### src/rtl/pool_window_stream_pkg.sv
// Shared types and sizing helpers for the 2x2 pooling window streamer.
package pool_window_stream_pkg;

    localparam int unsigned DEF_DATA_WIDTH = 8;

    typedef logic [DEF_DATA_WIDTH-1:0] pixel_t;

    // What an accepted input beat does, decided by row/column parity.
    typedef enum logic [1:0] {
        BEAT_FILL,
        BEAT_HOLD,
        BEAT_EMIT
    } beat_e;

    // Counter width for a 0..n-1 range, never narrower than one bit.
    function automatic int unsigned cnt_w(input int unsigned n);
        return (n > 2) ? $clog2(n) : 1;
    endfunction

endpackage

### src/rtl/pool_window_stream_maxpool2.sv
// Combinational 2x2 unsigned maximum.
module maxpool2 #(
    parameter int unsigned DATA_WIDTH = 8
) (
    input  logic [0:1][0:1][DATA_WIDTH-1:0] in,
    output logic [DATA_WIDTH-1:0]           out
);

    logic [DATA_WIDTH-1:0] top_max;
    logic [DATA_WIDTH-1:0] bot_max;

    always_comb begin
        top_max = (in[0][0] >= in[0][1]) ? in[0][0] : in[0][1];
        bot_max = (in[1][0] >= in[1][1]) ? in[1][0] : in[1][1];
        out     = (top_max >= bot_max) ? top_max : bot_max;
    end

endmodule

### src/rtl/pool_window_stream.sv
// Raster pixel stream -> 2x2 max-pooled stream, one line buffer, one output register.
module pool_window_stream
    import pool_window_stream_pkg::*;
#(
    parameter int unsigned DATA_WIDTH = 8,
    parameter int unsigned IMG_W      = 8,
    parameter int unsigned IMG_H      = 8
) (
    input  logic                  clk,
    input  logic                  rst_n,
    input  logic                  in_valid,
    output logic                  in_ready,
    input  logic [DATA_WIDTH-1:0] in_data,
    output logic                  out_valid,
    input  logic                  out_ready,
    output logic [DATA_WIDTH-1:0] out_data,
    output logic                  out_last
);

    localparam int unsigned COL_W = cnt_w(IMG_W);
    localparam int unsigned ROW_W = cnt_w(IMG_H);

    logic [COL_W-1:0]      col;
    logic [ROW_W-1:0]      row;
    logic [COL_W-1:0]      col_left;
    logic [DATA_WIDTH-1:0] linebuf [IMG_W];
    logic [DATA_WIDTH-1:0] held;

    logic [0:1][0:1][DATA_WIDTH-1:0] win;
    logic [DATA_WIDTH-1:0]           win_max;

    beat_e beat;
    logic  accept;
    logic  col_end;
    logic  row_end;

    always_comb begin
        beat = BEAT_FILL;
        if (row[0]) begin
            beat = col[0] ? BEAT_EMIT : BEAT_HOLD;
        end

        // Only emit beats need the output register; everything else always flows.
        in_ready = (beat != BEAT_EMIT) || !out_valid || out_ready;
        accept   = in_valid && in_ready;

        col_end  = (col == COL_W'(IMG_W - 1));
        row_end  = (row == ROW_W'(IMG_H - 1));
        col_left = col - COL_W'(1);

        win[0][0] = linebuf[col_left];
        win[0][1] = linebuf[col];
        win[1][0] = held;
        win[1][1] = in_data;
    end

    maxpool2 #(
        .DATA_WIDTH(DATA_WIDTH)
    ) u_maxpool2 (
        .in (win),
        .out(win_max)
    );

    // Line buffer is deliberately left out of reset; every entry is rewritten before use.
    always_ff @(posedge clk) begin
        if (accept && (beat == BEAT_FILL)) begin
            linebuf[col] <= in_data;
        end
    end

    always_ff @(posedge clk) begin
        if (!rst_n) begin
            col       <= '0;
            row       <= '0;
            held      <= '0;
            out_valid <= 1'b0;
            out_data  <= '0;
            out_last  <= 1'b0;
        end else begin
            if (accept) begin
                if (col_end) begin
                    col <= '0;
                    row <= row_end ? '0 : row + ROW_W'(1);
                end else begin
                    col <= col + COL_W'(1);
                end

                if (beat == BEAT_HOLD) begin
                    held <= in_data;
                end
            end

            // A new emit wins over a simultaneous drain of the previous result.
            if (accept && (beat == BEAT_EMIT)) begin
                out_valid <= 1'b1;
                out_data  <= win_max;
                out_last  <= row_end && col_end;
            end else if (out_valid && out_ready) begin
                out_valid <= 1'b0;
                out_data  <= '0;
                out_last  <= 1'b0;
            end
        end
    end

endmodule

### config.mk
export PLATFORM = sky130hd
export DESIGN_NAME = pool_window_stream
export DESIGN_NICKNAME = d
export VERILOG_FILES = /design/src/rtl/pool_window_stream_pkg.sv /design/src/rtl/pool_window_stream_maxpool2.sv /design/src/rtl/pool_window_stream.sv
export SDC_FILE = /design/constraint.sdc
export NUM_CORES = 1
export LEC_CHECK = 0
export CAP_MARGIN = 10
export CELL_PAD_IN_SITES_DETAIL_PLACEMENT = 2
export CELL_PAD_IN_SITES_GLOBAL_PLACEMENT = 2
export CORE_UTILIZATION = 43
export DETAILED_ROUTE_END_ITERATION = 12
export PLACE_DENSITY = 0.85
export SLEW_MARGIN = 20
export SYNTH_ARGS = -nofsm -noshare
export SYNTH_HDL_FRONTEND = slang
export SYNTH_SLANG_ARGS = --single-unit
### constraint.sdc
create_clock -name clk -period 6.3 [get_ports clk]
set_clock_uncertainty 0.2 [all_clocks]
set_input_delay 1.89 -clock clk [delete_from_list [all_inputs] [get_ports clk]]
set_output_delay 1.89 -clock clk [all_outputs]
set_load 0.01 [all_outputs]
======== Yosys cells after proc, flatten, opt, wreduce, memory -nomap -nowiden ========
Memories as Yosys holds them, arrays and structs flattened. A register that Yosys moved wholly into a read port is not among the register bits.
Index checks and enable logic that the tools add are counted.
word-level totals
  register bits ........................... 24
  bits in writable memories ............... 64
  bits of input ports ..................... 12
  output and inout port bits .............. 11
  logic and storage cells ................. 46
  memories kept ........................... 1
memory list
  name     depth  bits a word  rd ports  clocked after memory_dff  wr ports  RTL line                  RTL
  linebuf  8      8            2         1                         1         pool_window_stream.sv:26  logic [DATA_WIDTH-1:0] linebuf [IMG_W];
operators by class
  add/subtract/negate cells ............... 3
  order comparisons ....................... 3
  equality and inequality tests ........... 5
  multiplexer cells ....................... 16
  reduce and logical (&&, ||, !) cells .... 12
operator list
  operator                                                             count
  8-bit two-way mux                                                    5
  8-bit greater-or-equal comparator                                    3
  3-bit two-way mux                                                    4
  3-bit by 1-bit adder with 3-bit output (second input constant)       2
  3-bit == test (second input constant)                                2
  1-bit logical AND                                                    5
  1-bit two-way mux                                                    5
  2-bit two-way mux                                                    2
  2-bit AND reduction                                                  2
  3-bit by 1-bit subtractor with 3-bit output (second input constant)  1
  2-bit by 1-bit == test with 1-bit output (second input constant)     1
  2-bit == test (second input constant)                                1
  2-bit logical NOT                                                    1
  1-bit logical OR                                                     2
  2-bit inequality test (second input constant)                        1
  2-bit nonzero test                                                   1
  1-bit logical NOT                                                    1

======== Depth between registers and ports, before layout ========
  depth after elaboration ................. 9
  depth in mapped cells ................... 22
  mapped depth without buffers ............ 17

======== Hierarchy ========
From an unflattened synthesis, not the netlist that was laid out.
second synthesis, totals
  cells, all modules ...................... 335
  area, all modules ....................... 4956.0 µm²
by module, submodules not included
  module              instances  cells each  area an instance (µm²)  sequential area each (µm²)
  pool_window_stream  1          234         4047.6                  2462.4
  maxpool2            1          101         908.4                   0.0

======== Worst setup path after synthesis ========
Ideal clock, no wire load.
  path kind ............................... input port to flip-flop
  start ................................... input in_data[2]
  end ..................................... register out_data[1]
  setup time .............................. 0.082 ns
  arrival ................................. 4.968 ns
  data required time ...................... 6.018 ns
  path slack .............................. 1.050 ns
  stages on the path ...................... 14
  buffers on the path ..................... 1
  cell sequence ........................... inv_1 > ha_1 > a211oi_1 > o21ai_1 > a211oi_4 > mux2_2 > ha_1 > nand2b_1 > a21o_1 > a211oi_1 > or3_1 > buf_1 > nand4_1 > o211ai_1
between the ends
  word-level cells in the longest chain between the ends .. 5
RTL lines
  what                               RTL line                           RTL
  start, declared                    pool_window_stream.sv:13           input logic [DATA_WIDTH-1:0] in_data,
  8-bit greater-or-equal comparator  pool_window_stream_maxpool2.sv:14  bot_max = (in[1][0] >= in[1][1]) ? in[1][0] : in[1][1];
  8-bit two-way mux *                pool_window_stream_maxpool2.sv:14
  8-bit greater-or-equal comparator  pool_window_stream_maxpool2.sv:15  out = (top_max >= bot_max) ? top_max : bot_max;
  8-bit two-way mux *                pool_window_stream_maxpool2.sv:15
  8-bit two-way mux *                pool_window_stream.sv:94           if (accept && (beat == BEAT_EMIT)) begin
  end signal, assigned               pool_window_stream.sv:96           out_data <= win_max;
  end, declared                      pool_window_stream.sv:16           output logic [DATA_WIDTH-1:0] out_data,
Every way passes the cells marked *; elsewhere a longest branch is shown, timed or not.
A chain may end at the register's enable or synchronous reset.

======== Worst setup path after layout ========
  start ................................... register col[1]
  end ..................................... register out_data[6]
between the ends
  word-level cells in the longest chain between the ends .. 7
RTL lines
  what                                           RTL line                           RTL
  start, declared                                pool_window_stream.sv:23           logic [COL_W-1:0] col;
  start signal, assigned                         pool_window_stream.sv:85           col <= col + COL_W'(1);
  3-bit by 1-bit subtractor with 3-bit output *  pool_window_stream.sv:49           col_left = col - COL_W'(1);
  memory 8 x 8 bit *                             --
  8-bit greater-or-equal comparator              pool_window_stream_maxpool2.sv:13  top_max = (in[0][0] >= in[0][1]) ? in[0][0] : in[0][1];
  8-bit two-way mux *                            pool_window_stream_maxpool2.sv:13
  8-bit greater-or-equal comparator              pool_window_stream_maxpool2.sv:15
  8-bit two-way mux *                            pool_window_stream_maxpool2.sv:15
  8-bit two-way mux *                            pool_window_stream.sv:94
Marks and branches as above.

==> impl_results.md <==
- Unique masters post-synth: 41
- Final setup fails: 0
- Cts-stage hold buffer count: 0
- Seq. cell area: 2460 um^2
- Run status: complete, no violations
- Remaining DRCs: 0
- Peak VDD IR: 94.5 uV
- Initial antenna violation count: 0
- Core Rows: 38
- Total wire length: 14400 um
- Synth Cell Area: 4850 um^2
- Main combinational cell family by area after synthesis: multiplexers
- EDFF count, synth: 64
- Crit Path Category: flop to flop
- Max Clk Rate: 168 MHz
- Final Hold Viols: 0
- Slew margin rel.: 0.246
- Post-Synth Adder-Cell Area: 0.0749
- PortBufs: 22
- Ys async rst share: 0
- DP Worst Slack: 0.167 ns
- Xor/xnor share of the synthesized area: 0.00336
- RSZ-0062 raised after global routing: no
- WHS: 0.290 ns
- CP endpoint kind: flop
- Largest net degree at the start of global routing: 23
- Max Cap Viol: 0
- Total grt overflow: 0
- Worst Path Buf+Inv: 2
- Inst Count DP: 508
- Final worst-path cycle share: 0.942
- Maximum fanout along the worst path: 15
- Share of cells above drive strength 1: 0.219
- Clk slew on worst S/H paths: 0.09 ns
- Chip height: 108 um
- Crit-path cells: inv_1, ha_1, buf_4, mux4_2, mux2_2, ha_1, a2111o_1, a31oi_4, mux2i_1, ha_1, nand2b_1, a21o_1, a211oi_1, or3_1, nand4_1, o211ai_1
- GP Congestion: 0.742
- Mux contribution to synthesized area: 0.209
- Seq/Total Area, Yosys: 0.508
- Routed length per instance: 27.5 um
- Slew Limit Fails: 0
- Post-synthesis simple-gate area fraction: 0.102
- Post-route ant nets: 0
- Worst Slack Setup Final: 0.363 ns
- Lkg Pwr: 1.94 nW
- Total CTS buffers: 9
- Critical path startpoint category: flop
- CP arrival: 6.03 ns
- Io pins: 23
- First-pass detailed-route iteration total: 4
- Power per cell area: 261 nW/um^2
- Max incr delay on CP: 0.54 ns
- Htree depth: 3
- Die width: 108 um
- Setup TNS: 0 ns
- Syn-to-layout area delta: 12.6%
- Post-DP HPWL: 10600 um
- Starting DRT DRC Count: 185
- CTS tree: done
- Synth warnings: 0
- Core ar.: 10900 um^2
- Vias in the first global route: 3646
- Area of the multi-input gates: 2250 um^2
- Worst hold path type: flop to flop
- GRT Util Overall: 0.268
- First-pass GRT wire length: 21900 um
- FILL cells: 1012
- Worst slew pin tran: 1.13 ns
- Mapped Cells: 352
- Compound-Gate Fraction of Synth Area: 0.0743
- Finished Layout Cells: 524
- Mapped Nets: 393
- Via Count: 3136
- Clock Latency Late Sink: 0.39 ns
- Yosys reg bits: 91
- Ant diodes: 0
- Clk root buf: clkbuf_8
- CP delay by family, top: compound AO/OA/AOI/OAI gates
- Vias per cell: 5.98
- Initial core utilization: 0.445
- Final Critical Period: 5.94 ns
- Power, Total: 1.42 mW
- Syn_area_per_cell: 13.8 um^2
- Leading register cell type out of synthesis: edfxtp_1
- Critical Path RT: 6.39 ns
- Clock Path Buffers: 2
- Resized Gates After CTS: 0
- Post-CTS setup buffers: 0
- Worst path slowest cell: ha_1
- CP dominant cell by count: ha_1
- Clock sink total: 91
- NumNets Final: 420
- Die area: 11700 um^2
## worst min-delay path: cells and delay by family, from the launching register on
family	cells	cell delay (ns)
compound gates	1	0.07
flops	1	0.32
simple gates	1	0.06
## where the power goes
| part | switching (mW) | internal, mW |
|---|---|---|
| registers | 0.00978 | 0.650 |
| clock network | 0.226 | 0.229 |
| logic | 0.178 | 0.129 |
| total | 0.414 | 1.01 |
## routing by layer
metal | vias up | wire [um] | track usage
li1 | 1406 | - | -
met1 | 1616 | 5760 | 0.316
met2 | 82 | 7640 | 0.476
met3 | 32 | 545 | 0.0362
met4 | 0 | 478 | 0.136
met5 | - | 0 | 0
## placed cells by master, fill, tap and decap left out, types with 8 or more instances in the layout
cell / netlist / routed
a2111o_1: 8 / 8
a21oi_1: 12 / 12
buf_4: 3 / 11
clkbuf_8: 0 / 9
clkdlybuf4s50_1: 0 / 22
dfxtp_1: 27 / 27
edfxtp_1: 64 / 64
ha_1: 29 / 29
inv_1: 11 / 11
mux2_2: 10 / 10
mux2i_1: 18 / 18
mux4_2: 32 / 32
nand2_1: 17 / 17
nand3_1: 9 / 9
nor2_1: 31 / 30
nor2b_1: 13 / 13
## flip-flops by register name (all words and copies together) (netlist names), named ones only
register,flops
out_valid,1
held,8
out_data,8
row,3
out_last,1
linebuf,64
col,3
## synth_stat cells (all sizes together), types with 2 or more instances
| library cell | count | area share |
|---|---|---|
| nand2 | 18 | 0.014 |
| ha | 29 | 0.075 |
| o21ai | 5 | 0.0052 |
| nand3 | 9 | 0.0093 |
| nor2b | 13 | 0.017 |
| nor2 | 33 | 0.027 |
| nor3 | 3 | 0.0031 |
| a211oi | 4 | 0.0088 |
| clkbuf | 6 | 0.0052 |
| dfxtp | 27 | 0.11 |
| a21oi | 12 | 0.012 |
| nand4 | 3 | 0.0039 |
| nand2b | 6 | 0.0093 |
| and2 | 7 | 0.011 |
| mux4 | 32 | 0.15 |
| edfxtp | 64 | 0.40 |
| inv | 11 | 0.0085 |
| a21o | 3 | 0.0046 |
| nand3b | 2 | 0.0031 |
| o211ai | 7 | 0.011 |
| a2111o | 8 | 0.019 |
| buf | 11 | 0.015 |
| a21boi | 4 | 0.0062 |
| mux2 | 10 | 0.023 |
| mux2i | 18 | 0.037 |
## layout make-up
type | instances | area share
repair buffers | 33 | 0.0555
clock buffers | 10 | 0.0234
well taps | 140 | 0.0321
inverters | 11 | 0.00756
clock inverters | 6 | 0.0179
multi-input cells | 233 | 0.413
flip-flops and latches | 91 | 0.451
## cell families (layout without fill, tap and decap cells)
family                     after synthesis  count (layout)
adders and majority gates               29              29
DFF                                     91              91
buffers and inverters                   28              60
AOI/OAI and AO/OA                       46              46
xor gates and xnor gates                 1               1
and+or+nand+nor                         97              97
muxes                                   60              60
## path summary, 6_finish.rpt
| path | start | to | slack (ns) | cells past startpoint |
|---|---|---|---|---|
| worst max-delay path | col[1] | out_data[6] | 0.36 | 16 |
| worst min-delay path | out_last | out_last | 0.29 | 2 |
| worst max register to register | col[1] | out_data[6] | 0.36 | 16 |
| worst min register to register | out_last | out_last | 0.29 | 2 |
## stage by stage
stage | utilization | area (um^2)
global route | 0.501 | 5460
CTS | 0.501 | 5460
global placement | 0.481 | 5230
floorplan | - | 4850
finish | 0.501 | 5460
detailed placement | 0.481 | 5230
Note: power is estimated with default switching activity, not from simulation.
